$ cat src/rtl/conv_pkg.sv
// Shared definitions for the convolution frame sequencer: state encoding,
// default geometry, derived widths and the window-generator latency.
package conv_pkg;

  typedef enum logic [1:0] {
    ST_IDLE   = 2'd0,
    ST_STREAM = 2'd1,
    ST_DONE   = 2'd2
  } state_t;

  localparam int ROW_SIZE_DEF = 8;
  localparam int MAX_ROWS_DEF = 1024;
  localparam int HB           = $clog2(MAX_ROWS_DEF + 1);
  localparam int CB           = $clog2(ROW_SIZE_DEF);
  localparam int WIN_LAT      = 1;

  // A frame must be tall enough to hold one full window and no taller than the limit.
  function automatic logic height_ok(input int h, input int rows, input int max_rows);
    return (h >= rows) && (h <= max_rows);
  endfunction

endpackage

$ cat src/rtl/conv_pos_counter.sv
// Raster position tracker: column/row counter with row wrap, plus flags for the
// last pixel of the frame and for positions that complete an in-frame window.
module conv_pos_counter
  import conv_pkg::*;
#(
  parameter int C_ROW_SIZE = ROW_SIZE_DEF,
  parameter int p_rows     = 3,
  parameter int p_cols     = 3,
  parameter int HW         = HB,
  parameter int CW         = CB
) (
  input  logic          i_clk,
  input  logic          i_rst,
  input  logic          clr,
  input  logic          adv,
  input  logic [HW-1:0] height,
  output logic [CW-1:0] col,
  output logic [HW-1:0] row,
  output logic          last_pix,
  output logic          keep_ok
);

  localparam logic [CW-1:0] COL_LAST = CW'(C_ROW_SIZE - 1);

  logic [CW-1:0] col_r;
  logic [HW-1:0] row_r;

  // Position register: clear on frame start, advance on every accepted pixel.
  always_ff @(posedge i_clk or posedge i_rst) begin
    if (i_rst) begin
      col_r <= '0;
      row_r <= '0;
    end else if (clr) begin
      col_r <= '0;
      row_r <= '0;
    end else if (adv) begin
      if (col_r == COL_LAST) begin
        col_r <= '0;
        row_r <= row_r + HW'(1);
      end else begin
        col_r <= col_r + CW'(1);
      end
    end
  end

  assign col      = col_r;
  assign row      = row_r;
  assign last_pix = (row_r == (height - HW'(1))) && (col_r == COL_LAST);
  assign keep_ok  = (row_r >= HW'(p_rows - 1)) && (col_r >= CW'(p_cols - 1));

endmodule

$ cat src/rtl/conv_frame_sequencer.sv
// Frame controller ahead of the sliding-window generator: gates pixels, makes SOF,
// tags windows that lie fully inside the frame and counts them.
module conv_frame_sequencer
  import conv_pkg::*;
#(
  parameter int C_ROW_SIZE = ROW_SIZE_DEF,
  parameter int p_dataBits = 8,
  parameter int p_rows     = 3,
  parameter int p_cols     = 3,
  parameter int p_maxRows  = MAX_ROWS_DEF,
  localparam int HW        = $clog2(p_maxRows + 1),
  localparam int CW        = $clog2(C_ROW_SIZE),
  localparam int WW        = HW + CW
) (
  input  logic                  i_clk,
  input  logic                  i_rst,
  input  logic                  start,
  input  logic                  abort,
  input  logic [HW-1:0]         cfg_height,
  input  logic [p_dataBits-1:0] pix_data,
  input  logic                  pix_valid,
  output logic                  pix_ready,
  output logic [p_dataBits-1:0] conv_data,
  output logic                  conv_valid,
  output logic                  conv_sof,
  input  logic                  conv_busy,
  output logic                  win_keep,
  output logic [CW-1:0]         win_x,
  output logic [HW-1:0]         win_y,
  output logic [WW-1:0]         win_count,
  output logic                  busy,
  output logic                  frame_done,
  output logic                  cfg_err
);

  state_t        state_r, state_nx_s;
  logic [HW-1:0] height_r;
  logic [CW-1:0] col_s;
  logic [HW-1:0] row_s;
  logic          last_pix_s, keep_ok_s;
  logic          acc_s, ready_s, start_ok_s, cfg_bad_s, done_nx_s;
  logic          win_keep_r, frame_done_r, cfg_err_r;
  logic [CW-1:0] win_x_r;
  logic [HW-1:0] win_y_r;
  logic [WW-1:0] win_count_r;

  conv_pos_counter #(
    .C_ROW_SIZE (C_ROW_SIZE),
    .p_rows     (p_rows),
    .p_cols     (p_cols),
    .HW         (HW),
    .CW         (CW)
  ) u_pos (
    .i_clk    (i_clk),
    .i_rst    (i_rst),
    .clr      (start_ok_s),
    .adv      (acc_s),
    .height   (height_r),
    .col      (col_s),
    .row      (row_s),
    .last_pix (last_pix_s),
    .keep_ok  (keep_ok_s)
  );

  // State register.
  always_ff @(posedge i_clk or posedge i_rst) begin
    if (i_rst) begin
      state_r <= ST_IDLE;
    end else begin
      state_r <= state_nx_s;
    end
  end

  // Next state and the combinational pixel path; abort wins over an accept.
  always_comb begin
    state_nx_s = state_r;
    ready_s    = 1'b0;
    acc_s      = 1'b0;
    start_ok_s = 1'b0;
    cfg_bad_s  = 1'b0;
    done_nx_s  = 1'b0;
    case (state_r)
      ST_IDLE: begin
        if (start) begin
          if (height_ok(int'(cfg_height), p_rows, p_maxRows)) begin
            start_ok_s = 1'b1;
            state_nx_s = ST_STREAM;
          end else begin
            cfg_bad_s = 1'b1;
          end
        end else begin
          state_nx_s = ST_IDLE;
        end
      end
      ST_STREAM: begin
        ready_s = !conv_busy && !abort;
        acc_s   = pix_valid && ready_s;
        if (abort) begin
          state_nx_s = ST_IDLE;
        end else if (acc_s && last_pix_s) begin
          state_nx_s = ST_DONE;
          done_nx_s  = 1'b1;
        end else begin
          state_nx_s = ST_STREAM;
        end
      end
      ST_DONE: begin
        state_nx_s = ST_IDLE;
      end
      default: begin
        state_nx_s = ST_IDLE;
      end
    endcase
  end

  assign pix_ready  = ready_s;
  assign conv_valid = acc_s;
  assign conv_data  = acc_s ? pix_data : '0;
  assign conv_sof   = acc_s && (row_s == '0) && (col_s == '0);
  assign busy       = (state_r != ST_IDLE);

  // Window tags lag the accept by one cycle to line up with the generator output.
  always_ff @(posedge i_clk or posedge i_rst) begin
    if (i_rst) begin
      win_keep_r <= 1'b0;
      win_x_r    <= '0;
      win_y_r    <= '0;
    end else begin
      win_keep_r <= acc_s && keep_ok_s;
      if (acc_s) begin
        win_x_r <= col_s - CW'(p_cols - 1);
        win_y_r <= row_s - HW'(p_rows - 1);
      end
    end
  end

  // Frame configuration, status pulses and kept-window count.
  always_ff @(posedge i_clk or posedge i_rst) begin
    if (i_rst) begin
      height_r     <= '0;
      frame_done_r <= 1'b0;
      cfg_err_r    <= 1'b0;
      win_count_r  <= '0;
    end else begin
      frame_done_r <= done_nx_s;
      cfg_err_r    <= cfg_bad_s;
      if (start_ok_s) begin
        height_r <= cfg_height;
      end
      if (start_ok_s) begin
        win_count_r <= '0;
      end else if (win_keep_r) begin
        win_count_r <= win_count_r + WW'(1);
      end
    end
  end

  assign win_keep   = win_keep_r;
  assign win_x      = win_x_r;
  assign win_y      = win_y_r;
  assign win_count  = win_count_r;
  assign frame_done = frame_done_r;
  assign cfg_err    = cfg_err_r;

endmodule

$ cat config.mk
export PLATFORM = sky130hd
export DESIGN_NAME = conv_frame_sequencer
export DESIGN_NICKNAME = d
export VERILOG_FILES = /design/src/rtl/conv_pkg.sv /design/src/rtl/conv_pos_counter.sv /design/src/rtl/conv_frame_sequencer.sv
export SDC_FILE = /design/constraint.sdc
export NUM_CORES = 1
export LEC_CHECK = 0
export CORE_MARGIN = 2
export CORE_UTILIZATION = 51
export DETAILED_ROUTE_END_ITERATION = 7
export PLACE_DENSITY = 0.8
export REMOVE_ABC_BUFFERS = 1
export SLEW_MARGIN = 20
export SYNTH_ARGS = -nofsm -noshare
export SYNTH_HDL_FRONTEND = slang
export SYNTH_SLANG_ARGS = --single-unit
$ cat constraint.sdc
create_clock -name i_clk -period 2.5 [get_ports i_clk]
set_input_delay 0.375 -clock i_clk [delete_from_list [all_inputs] [get_ports i_clk]]
set_output_delay 0.375 -clock i_clk [all_outputs]
set_load 0.05 [all_outputs]
==> results by stage <==
Placement:
- The placed cell area is 4090 um2.
- The count of port buffers added during placement is 67.
- The detailed placement HPWL is 5510 um.
- The congestion estimate from routability-driven global placement came to 0.881.
- OpenSTA, run right after detailed placement, puts the worst setup slack at -0.0927 ns.

Detailed routing:
- The routed via count divided by cell count is 5.42.
- The total wire length after detailed routing is 7500 um.
- The via total after detailed routing is 2683.
- In the final routed layout, each cell accounts on average for 15.1 um.
- The first detailed-routing pass took 4 iterations.
- The detail route stage leaves a number of antenna-violating nets equal to 0.
- The number of design rule violations left after detail routing is 0.
- The count of routing violations after the opening detailed-route iteration is 106.

Final layout:
- The filler cell count in the final layout is 455.
- The area used by multi-input combinational logic is 1610 um2.
- The leading cell type in the layout, fill and taps excluded is sky130_fd_sc_hd__dfrtp_1.
- The repair_antennas step left the layout with diodes totalling 0.
- The top cell types in the final layout, fill and taps aside, are sky130_fd_sc_hd__dfrtp_1, sky130_fd_sc_hd__clkdlybuf4s50_1, sky130_fd_sc_hd__nor2_1.
- The final net count is 452.
- The area growth from synthesis to layout is 36.1%.
- The footprint of the flip-flops and latches is 1450 um2.
- The share of final-layout standard cells stronger than drive strength 1 is 12.6%.
- The post-layout instance area is 4330 um2.
- Measured on the finished design, the core utilization comes to 72.6%.

Logic synthesis:
- A synthesized cell averages 9.43 um2.
- Yosys mapped a number of flops with a built-in enable equal to 0.
- The post-synthesis cell type count is 45.
- The cell type with the largest total area after synthesis is sky130_fd_sc_hd__dfrtp_1.
- Counting flops with an async set or reset pin after synthesis yields a share of 100%.
- The area of the mapped netlist is 3180 um2.
- During synthesis, Yosys emitted a total of 0 warnings.
- For this run, the leading register cell type out of synthesis is sky130_fd_sc_hd__dfrtp_1.
- The synthesized instance count is 337.
- The synthesis-stage register bit count is 58.
- Ranked by total cell area, the synthesized netlist is headed by sky130_fd_sc_hd__dfrtp_1, sky130_fd_sc_hd__xor2_1, sky130_fd_sc_hd__nor2_1.
- Of the post-synthesis cell area, the dominant cell type holds 45.7%.
- Of the synthesized area, sequential elements account for 45.7%.

Global route:
- The first-pass GRT wire length is 12300 um.
- The number of antenna violations at the first check in global routing is 0.
- The overall routing resource usage is 22.1%.
- The maximum number of pins on one net before global-route repair is 34.
- After global routing the overflow that remains totals 0.
- The via count of the first global-routing pass is 2608.

Worst setup path:
- The first element of the critical path is u_pos.row[4]$_DFFE_PP0P_.
- The data required time of the critical path is 2.12 ns.
- In this run the worst path has a maximum fanout of 4.
- The worst setup path is launched from a flip-flop.
- At the worst endpoint, the arrival time is 2.03 ns.
- STA classifies the critical path endpoint as an output port.
- The startpoint identified for the worst register-to-register timing path is height_r[0]$_DFFE_PP0P_.
- The critical path in this run is classified as reg2out.

Timing:
- Headroom to the max-slew limit came out at 58.2%.
- The slew of the pin with the lowest slew margin is 0.622 ns.
- The tightest hold path in the finished design has a slack of 0.394 ns.
- Counting I/O delays and the setup requirement, the final critical path takes 2.40 ns.
- The total count of max-transition violations in the final report is 0.
- The worst path meets setup with 0.0995 ns of slack.
- The maximum clock rate is 417 MHz.
- The final setup skew is 0.00827 ns.
- The final hold violation count is 0.
- After layout, the worst path uses 96.0% of the clock period.
- Setup violations remaining at the end of the flow were counted as 0.

Clock tree:
- The clock root buffer is sky130_fd_sc_hd__clkbuf_8.
- The clock reaches the later pin of the worst-skew pair after 0.34 ns.
- The clock tree synthesis step divided the H-tree into 3 levels.
- The maximum clock insertion buffer count is 2.
- The clock tree from TritonCTS is built.
- The number of buffers inserted during clock tree synthesis is 9.
- The total number of clock tree sinks is 58.
- The clock-pin slew of the registers on the worst-case setup and hold paths is 0.07 ns.

Floorplan:
- The die covers 6880 um2.
- The die is 82.9 um tall.
- The count of standard-cell rows is 28.
- For this design the top-level I/O count stands at 68.
- The initial core utilization is 53.4%.
- The die span in x is 82.9 um.
- The floorplan step defined a core boundary enclosing 5960 um2.

Power and ir drop:
- In this run the power density over the cells is 651 nW/um2.
- The leakage power summed over all cells is 0.00202 uW.
- Total power for the finished layout comes to 2820 uW.
- The worst-case IR drop observed on VDD is 489 uV.

Min path:
- The class of the worst hold path is in2async.

Flow run:
- The number of max-cap violations is 0.

Outcome:
- The run finished with clean final reports.
-- flip-flops by register name (all words and copies together) (netlist names) --
register / flops
u_pos.col: 3
height_r: 11
state_r: 2
win_keep: 1
frame_done: 1
cfg_err: 1
win_x: 3
win_y: 11
u_pos.row: 11
win_count: 14
-- layout make-up --
class	instances	share of cell area, %
Clock inverter	5	1.21
Inverter	17	1.48
Tap cell	75	2.17
Clock buffer	11	3.50
Timing Repair Buffer	82	20.9
Sequential cell	58	33.6
Multi-Input combinational cell	247	37.1
-- critical path: stages (launching register included) --
cell	delay, ns
sky130_fd_sc_hd__dfrtp_1	0.39
sky130_fd_sc_hd__or4_4	0.58
sky130_fd_sc_hd__nor4_4	0.17
sky130_fd_sc_hd__nand2b_1	0.18
sky130_fd_sc_hd__nor3_4	0.20
sky130_fd_sc_hd__buf_12	0.16
-- repair_timing --
action                                  CTS  global route
resized for setup                         1             4
setup buffers                             0             1
endpoints found under the setup margin    1             3
hold buffers                              0             0
pin swaps                                 0             1
gates cloned                              0             0
-- cell families after synthesis --
| logic type | Yosys count | share of synthesized area (%) |
|---|---|---|
| multiplexers | 12 | 4.17 |
| adder cells (fa/ha/maj) | 12 | 4.72 |
| buffers and inverters | 32 | 4.61 |
| AO/OA/AOI/OAI | 37 | 7.09 |
| XOR/XNOR | 43 | 11.9 |
| flip-flops | 58 | 45.7 |
| AND/OR/NAND/NOR | 143 | 21.9 |
-- per-stage QoR --
| step | instances | setup TNS, ns |
|---|---|---|
| global route | 495 | -0.00586 |
| finish | 495 | 0 |
| detailed placement | 478 | -1.77 |
| CTS | 494 | 0 |
| floorplan | 322 | -2.95 |
| global placement | 478 | -0.000678 |
-- power breakdown --
part	internal (uW)	leakage, uW	switching (uW)
logic	301	0.00115	470
registers	1050	0.000760	104
clock network	509	0.000105	380
total	1860	0.00202	953
-- final timing paths --
kind                                              to  slack (ns)  cells after the start
max reg2reg                   state_r[0]$_DFFE_PP0P_        0.34                      5
min reg2reg                     win_x[0]$_DFFE_PP0P_        0.48                      2
max                                         conv_sof         0.1                      5
min in group i_clk              win_x[0]$_DFFE_PP0P_        0.48                      2
max in group asynchronous   u_pos.row[5]$_DFFE_PP0P_        1.46                      3
min                        win_count[11]$_DFFE_PP0P_        0.39                      2
-- layer usage --
metal  vias to the layer above  routed length [um]  track usage (%)
met5                         -                   0                0
met2                        89                3800             38.6
li1                       1297                   -                -
met4                         0                  90             7.60
met1                      1287                3190             26.8
met3                        10                 419             5.07
-- synth_stat cells (all sizes together), types with 5 or more instances --
library cell  instances
clkbuf                8
a21oi                 7
nand2                35
o21ai                19
mux2                 10
xor2                 22
dfrtp                58
nor4                  5
xnor2                21
buf                   7
and3                 12
nand3                10
nor3                  8
nor2                 49
inv                  17
nand4                10
ha                   12
(Power assumes the default switching activity.)
